[src/rtl/pnm_pkg.sv]
// Shared types and helpers for the PNM result write-back path.
package pnm_pkg;

    typedef enum logic [1:0] {IDLE, RUN, DRAIN, DONE} wb_state_t;

    function automatic int page_addr_bits(input int num_pages);
        return $clog2(num_pages);
    endfunction

    // Bit 'pos' of a one-hot page strobe selecting page 'sel'.
    function automatic logic onehot_hit(input int sel, input int pos);
        return (sel == pos);
    endfunction

endpackage

[src/rtl/pnm_sync_fifo.sv]
// Single-clock FIFO; a push while full is accepted only together with a pop.
module pnm_sync_fifo #(
    parameter int WIDTH = 48,
    parameter int DEPTH = 8
) (
    input  logic                     clk,
    input  logic                     rst,
    input  logic                     push,
    input  logic                     pop,
    input  logic [WIDTH-1:0]         wdata,
    output logic [WIDTH-1:0]         rdata,
    output logic                     full,
    output logic                     empty,
    output logic [$clog2(DEPTH):0]   count
);

    localparam int AW = $clog2(DEPTH);

    logic [WIDTH-1:0] mem [DEPTH];
    logic [AW-1:0]    wr_ptr;
    logic [AW-1:0]    rd_ptr;
    logic [AW:0]      cnt;
    logic             do_push;
    logic             do_pop;

    assign full    = (cnt == (AW+1)'(DEPTH));
    assign empty   = (cnt == '0);
    assign count   = cnt;
    assign rdata   = mem[rd_ptr];
    assign do_pop  = pop & ~empty;
    assign do_push = push & (~full | do_pop);

    always_ff @(posedge clk) begin
        if (rst) begin
            wr_ptr <= '0;
            rd_ptr <= '0;
            cnt    <= '0;
        end else begin
            if (do_push) wr_ptr <= wr_ptr + 1'b1;
            if (do_pop)  rd_ptr <= rd_ptr + 1'b1;
            case ({do_push, do_pop})
                2'b10:   cnt <= cnt + 1'b1;
                2'b01:   cnt <= cnt - 1'b1;
                default: cnt <= cnt;
            endcase
        end
    end

    // Storage carries data only; validity is tracked by the pointers above.
    always_ff @(posedge clk) begin
        if (do_push) mem[wr_ptr] <= wdata;
    end

endmodule

[src/rtl/pnm_result_writeback.sv]
// Buffers engine results and writes them, one per cycle, into page-banked result memory.
module pnm_result_writeback
    import pnm_pkg::*;
#(
    parameter int DATA_WIDTH   = 32,
    parameter int Address_Size = 16,
    parameter int NUM_PAGES    = 64,
    parameter int FIFO_DEPTH   = 8
) (
    input  logic                                          clk,
    input  logic                                          rst,
    input  logic                                          WB_Start,
    input  logic [Address_Size-1:0]                       WB_Count,
    input  logic [DATA_WIDTH-1:0]                         Din,
    input  logic [Address_Size-1:0]                       Din_Addr,
    input  logic                                          Din_Valid,
    output logic                                          Almost_Full,
    output logic                                          Overflow,
    output logic [NUM_PAGES-1:0]                          Mem_Wr_En,
    output logic [Address_Size-page_addr_bits(NUM_PAGES)-1:0] Mem_Wr_Addr,
    output logic [DATA_WIDTH-1:0]                         Mem_Wr_Data,
    input  logic                                          Mem_Wr_Ready,
    output logic                                          done_WB
);

    localparam int PAGE_BITS = page_addr_bits(NUM_PAGES);
    localparam int OFF_BITS  = Address_Size - PAGE_BITS;
    localparam int FW        = Address_Size + DATA_WIDTH;
    localparam int CW        = $clog2(FIFO_DEPTH) + 1;

    wb_state_t                state;
    wb_state_t                state_next;
    logic [Address_Size-1:0]  count_lat;
    logic [Address_Size-1:0]  accepted;
    logic                     overflow_q;
    logic                     done_q;

    logic                     out_vld;
    logic [Address_Size-1:0]  out_addr;
    logic [DATA_WIDTH-1:0]    out_data;
    logic [PAGE_BITS-1:0]     out_page;

    logic                     fifo_push;
    logic                     fifo_pop;
    logic                     fifo_full;
    logic                     fifo_empty;
    logic [FW-1:0]            fifo_rdata;
    logic [CW-1:0]            fifo_count;

    logic                     retire;
    logic                     want;
    logic                     drop;

    assign retire    = out_vld & Mem_Wr_Ready;
    assign fifo_pop  = ~fifo_empty & (~out_vld | retire);
    // Results beyond the programmed count are not part of the job and are ignored.
    assign want      = (state == RUN) & Din_Valid & (accepted < count_lat);
    assign fifo_push = want & (~fifo_full | fifo_pop);
    assign drop      = want & ~fifo_push;

    pnm_sync_fifo #(
        .WIDTH (FW),
        .DEPTH (FIFO_DEPTH)
    ) u_fifo (
        .clk   (clk),
        .rst   (rst),
        .push  (fifo_push),
        .pop   (fifo_pop),
        .wdata ({Din_Addr, Din}),
        .rdata (fifo_rdata),
        .full  (fifo_full),
        .empty (fifo_empty),
        .count (fifo_count)
    );

    always_comb begin
        state_next = state;
        unique case (state)
            IDLE:    if (WB_Start) state_next = RUN;
            RUN:     if (accepted == count_lat) state_next = DRAIN;
            DRAIN:   if (fifo_empty && !out_vld) state_next = DONE;
            DONE:    state_next = IDLE;
            default: state_next = IDLE;
        endcase
    end

    // Control: state, job counters, sticky flags
    always_ff @(posedge clk) begin
        if (rst) begin
            state      <= IDLE;
            count_lat  <= '0;
            accepted   <= '0;
            overflow_q <= 1'b0;
            done_q     <= 1'b1;
        end else begin
            state  <= state_next;
            // Registered: completion shows the cycle after DONE and drops the cycle after WB_Start.
            done_q <= (state == DONE) | ((state == IDLE) & ~WB_Start);
            if (state == IDLE && WB_Start) begin
                count_lat  <= WB_Count;
                accepted   <= '0;
                overflow_q <= 1'b0;
            end else begin
                if (fifo_push) accepted   <= accepted + 1'b1;
                if (drop)      overflow_q <= 1'b1;
            end
        end
    end

    // Output stage: refilled from the FIFO head whenever empty or retiring
    always_ff @(posedge clk) begin
        if (rst) begin
            out_vld  <= 1'b0;
            out_addr <= '0;
            out_data <= '0;
        end else if (fifo_pop) begin
            out_vld  <= 1'b1;
            out_addr <= fifo_rdata[FW-1 -: Address_Size];
            out_data <= fifo_rdata[DATA_WIDTH-1:0];
        end else if (retire) begin
            out_vld  <= 1'b0;
        end
    end

    assign out_page = out_addr[Address_Size-1 -: PAGE_BITS];

    always_comb begin
        Mem_Wr_En = '0;
        for (int i = 0; i < NUM_PAGES; i++) begin
            Mem_Wr_En[i] = out_vld & onehot_hit(int'(out_page), i);
        end
    end

    assign Mem_Wr_Addr = out_addr[OFF_BITS-1:0];
    assign Mem_Wr_Data = out_data;
    assign Almost_Full = (fifo_count >= CW'(FIFO_DEPTH - 1));
    assign Overflow    = overflow_q;
    assign done_WB     = done_q;

endmodule

[config.mk]
export PLATFORM = sky130hd
export DESIGN_NAME = pnm_result_writeback
export DESIGN_NICKNAME = d
export VERILOG_FILES = /design/src/rtl/pnm_pkg.sv /design/src/rtl/pnm_sync_fifo.sv /design/src/rtl/pnm_result_writeback.sv
export SDC_FILE = /design/constraint.sdc
export NUM_CORES = 1
export LEC_CHECK = 0
export CAP_MARGIN = 20
export CORE_ASPECT_RATIO = 0.8
export CORE_MARGIN = 5
export CORE_UTILIZATION = 35
export CTS_CLUSTER_SIZE = 24
export DETAILED_ROUTE_END_ITERATION = 10
export SETUP_SLACK_MARGIN = 0.5
export SYNTH_ARGS = -nofsm -noshare
export SYNTH_HDL_FRONTEND = slang
export SYNTH_SLANG_ARGS = --single-unit
[constraint.sdc]
create_clock -name clk -period 17.55 [get_ports clk]
set_clock_uncertainty 0.2 [all_clocks]
set_input_delay 1.755 -clock clk [delete_from_list [all_inputs] [get_ports clk]]
set_output_delay 1.755 -clock clk [all_outputs]
set_load 0.01 [all_outputs]
==> results.ini <==
[status]
status = finished, final reports clean

[run]
maxCapViolCount = 0

[global_route]
grt-ovfl-total = 0
antenna_found_initial = 3
grt_use_total_pct = 13.49
grt_pass1_wl_microns = 62610
grt_pass1_vias = 10520
grt_max_degree = 71

[sta]
slew_viol_final = 0
period_needed_ns = 4.652
maxSlewHeadroom_pct = 29.76
final-setup-viol-count = 0
timing.final.crit_share_pct = 26.51
rsz0062_at_grt = no
fin_tns_setup_ns = 0
hold_viol_final = 0
max_freq_mhz = 214.9
worst-slew-pin-transition_ns = 1.054

[logic_synthesis]
ys_seq_area_share_pct = 70.92
synth_cell_types = 45
synthesis.area_sq_um = 18940
syn_nets = 1236
ys_ff_latch = 479
avgSynthCellArea_sq_um = 16.61
ys_top_cells_by_area = edfxtp_1 (61%), mux4_2 (11%), dfxtp_1 (10%)
synthCells = 1140
ys_warn_count = 0
synth_top_area_cell = edfxtp_1
synthFlopType = edfxtp_1
yosysTopAreaCellShare_pct = 60.88
async_flop_share_pct = 0
synth_edf_count = 384

[power_and_ir_drop]
p_per_area_nw_per_um2 = 137.2
p_leak_nw = 7.180
peakVddDrop_mv = 0.09047

[cts]
cts_resized = 0
hold_buffers = 0
cts_inserted_buffers = 48
clock_sinks = 479
ctsRootBufferMaster = clkbuf_16
cts_tree = built
clockBufferDepth = 3
htreeDepth = 2
clk-insertion-delay-late_ns = 0.60
path_clk_slew_ns = 0.06
cts_setup_buffers = 0

[floorplanning]
core_sq_um = 53730
fp.dieW_microns = 270.1
ioPinCount = 178
die_area_sq_um = 58900
fp.dieH_microns = 218.1
start_util_pct = 35.25
rows = 76

[route]
drt-pass1-iter-count = 4
drc = 0
drt_iter0_drc = 630
ant_nets = 0
via_per_inst = 5.015
wirelength_microns = 40340
wl_per_cell_microns = 19.67
vias = 10285

[worst_setup_path]
path_class = in2reg
cp_slowest_cell = a2111oi_2
cp.required_ns = 17.86
cp-end-kind = flip-flop
cp-start-kind = input pin
critical_path.cell_chain = clkdlybuf4s50_1 -> nand2_1 -> a211oi_1 -> o21ai_1 -> a2111oi_2 -> nand2_1 -> ha_1 -> xor2_1 -> ha_1 -> a21oi_1 -> xor2_1 -> or3_1 -> a21oi_1
cp_max_fo = 7
critPathMaxStageDelay_ns = 0.61
arrival_ns = 4.96

[final_layout]
syn_to_final_growth_pct = 22.04
nets = 1404
fillers = 4690
drive_gt1_share_pct = 15.58
fin_cells = 2051

[placement]
dp_cells = 1960
io_buffers = 177
hpwl_microns = 24390
place.gp.congestion = 0.7725

[worst_hold_path]
hold_path_class = reg2reg

## synth_stat cells, drive strengths merged (2+ instances only)
cell type	instances
nor2	127
nand4	8
xor2	4
o21ai	9
nand3	24
dfxtp	95
nand2	53
inv	21
a211oi	49
nor4b	2
o31ai	14
nor3	5
or4	15
nor2b	7
clkbuf	41
nand3b	2
a21oi	45
a2111oi	2
buf	34
mux4	96
and4	2
ha	27
and3	5
mux2i	51
edfxtp	384
or3	4
## placed cells by master, fill, tap and decap left out, drive strengths merged, types with 5 or more instances in the layout
cell           instances
mux4                  96
o21ai                  9
clkbuf                67
edfxtp               384
mux2i                 51
inv                   23
a211oi                49
o31ai                 14
nor2b                  7
clkdlybuf4s50        176
dfxtp                 95
nor2                 127
a21oi                 45
ha                    27
or4                   15
nor3                   5
clkinv                15
nand3                 24
nand4                  8
and3                   5
buf                   17
nand2                 53
## cell type report
class                   instances  area (sq um)  share of cell area, %
inverters                      21         78.83                 0.3410
multi-input cells             565          5139                  22.23
repair buffers                193          1889                  8.173
clock buffers                  67          1444                  6.246
well taps                     702         878.3                  3.800
flip-flops and latches        479         13440                  58.16
diodes                          1         2.502                0.01083
clock inverters                23         240.2                  1.039
## metrics by stage
step	utilization, %	total power [mW]	setup slack [ns]	hold slack [ns]	cell area [sq um]
global placement	39.89	2.150	12.45	0.2499	21430
CTS	43.02	3.223	12.92	0.2584	23110
finish	43.03	3.171	12.90	0.2553	23120
detailed placement	39.89	2.160	12.32	0.2501	21430
floorplan	-	1.916	8.989	0.2363	18940
global route	43.02	3.347	12.70	0.2804	23110
## critical path: cells and delay by family
family,cells,cell delay (ns)
buf+inv,1,0.46
compound gates,5,1.20
xor+xnor,2,0.25
fa+ha+maj,2,0.54
simple gates,3,0.74
## path summary, 6_finish.rpt
kind | depth (start not counted) | slack (ns) | startpoint | end
worst max-delay path | 13 | 12.90 | Din_Valid | u_fifo.count[2]$_SDFFE_PP0P_
worst min-delay path | 2 | 0.26 | count_lat[14]$_SDFFE_PP0P_ | count_lat[14]$_SDFFE_PP0P_
worst max register to register | 13 | 13.61 | accepted[1]$_SDFFE_PP0P_ | u_fifo.count[2]$_SDFFE_PP0P_
worst min register to register | 2 | 0.26 | count_lat[14]$_SDFFE_PP0P_ | count_lat[14]$_SDFFE_PP0P_
## routing by layer
metal  vias up  share of wire, %  track usage (%)
met5         -             0.050                0
met4         4               1.9            3.448
met3        61               5.0            2.915
met2       237                47            21.96
met1      5181                46            18.63
li1       4802                 -                -
## kinds of logic (layout without fill, tap and decap cells)
logic type,count (synthesis),after routing,share of synthesized area (%)
buffers and inverters,96,304,2.246
other,0,1,0
adder cells (fa/ha/maj),27,27,1.784
flip-flops,479,479,70.92
AND/OR/NAND/NOR,259,259,6.216
XOR/XNOR,5,5,0.2312
AO/OA/AOI/OAI,127,127,4.492
multiplexers,147,147,14.11
## flip-flops by register name, indices dropped and copies added, names as in the netlist
| register | flops |
|---|---|
| accepted | 16 |
| count_lat | 16 |
| out_vld | 1 |
| u_fifo.mem | 384 |
| state | 2 |
| Overflow | 1 |
| u_fifo.rd_ptr | 3 |
| done_WB | 1 |
| Mem_Wr_Data | 32 |
| u_fifo.count | 4 |
| u_fifo.wr_ptr | 3 |
| out_addr | 16 |
## power breakdown
group / internal [mW] / switching [mW] / total, mW
Clock: 0.612 / 0.442 / 1.05
Combinational: 0.351 / 0.376 / 0.727
Sequential: 1.31 / 0.0767 / 1.39
Power figures use the tool's default switching activity.
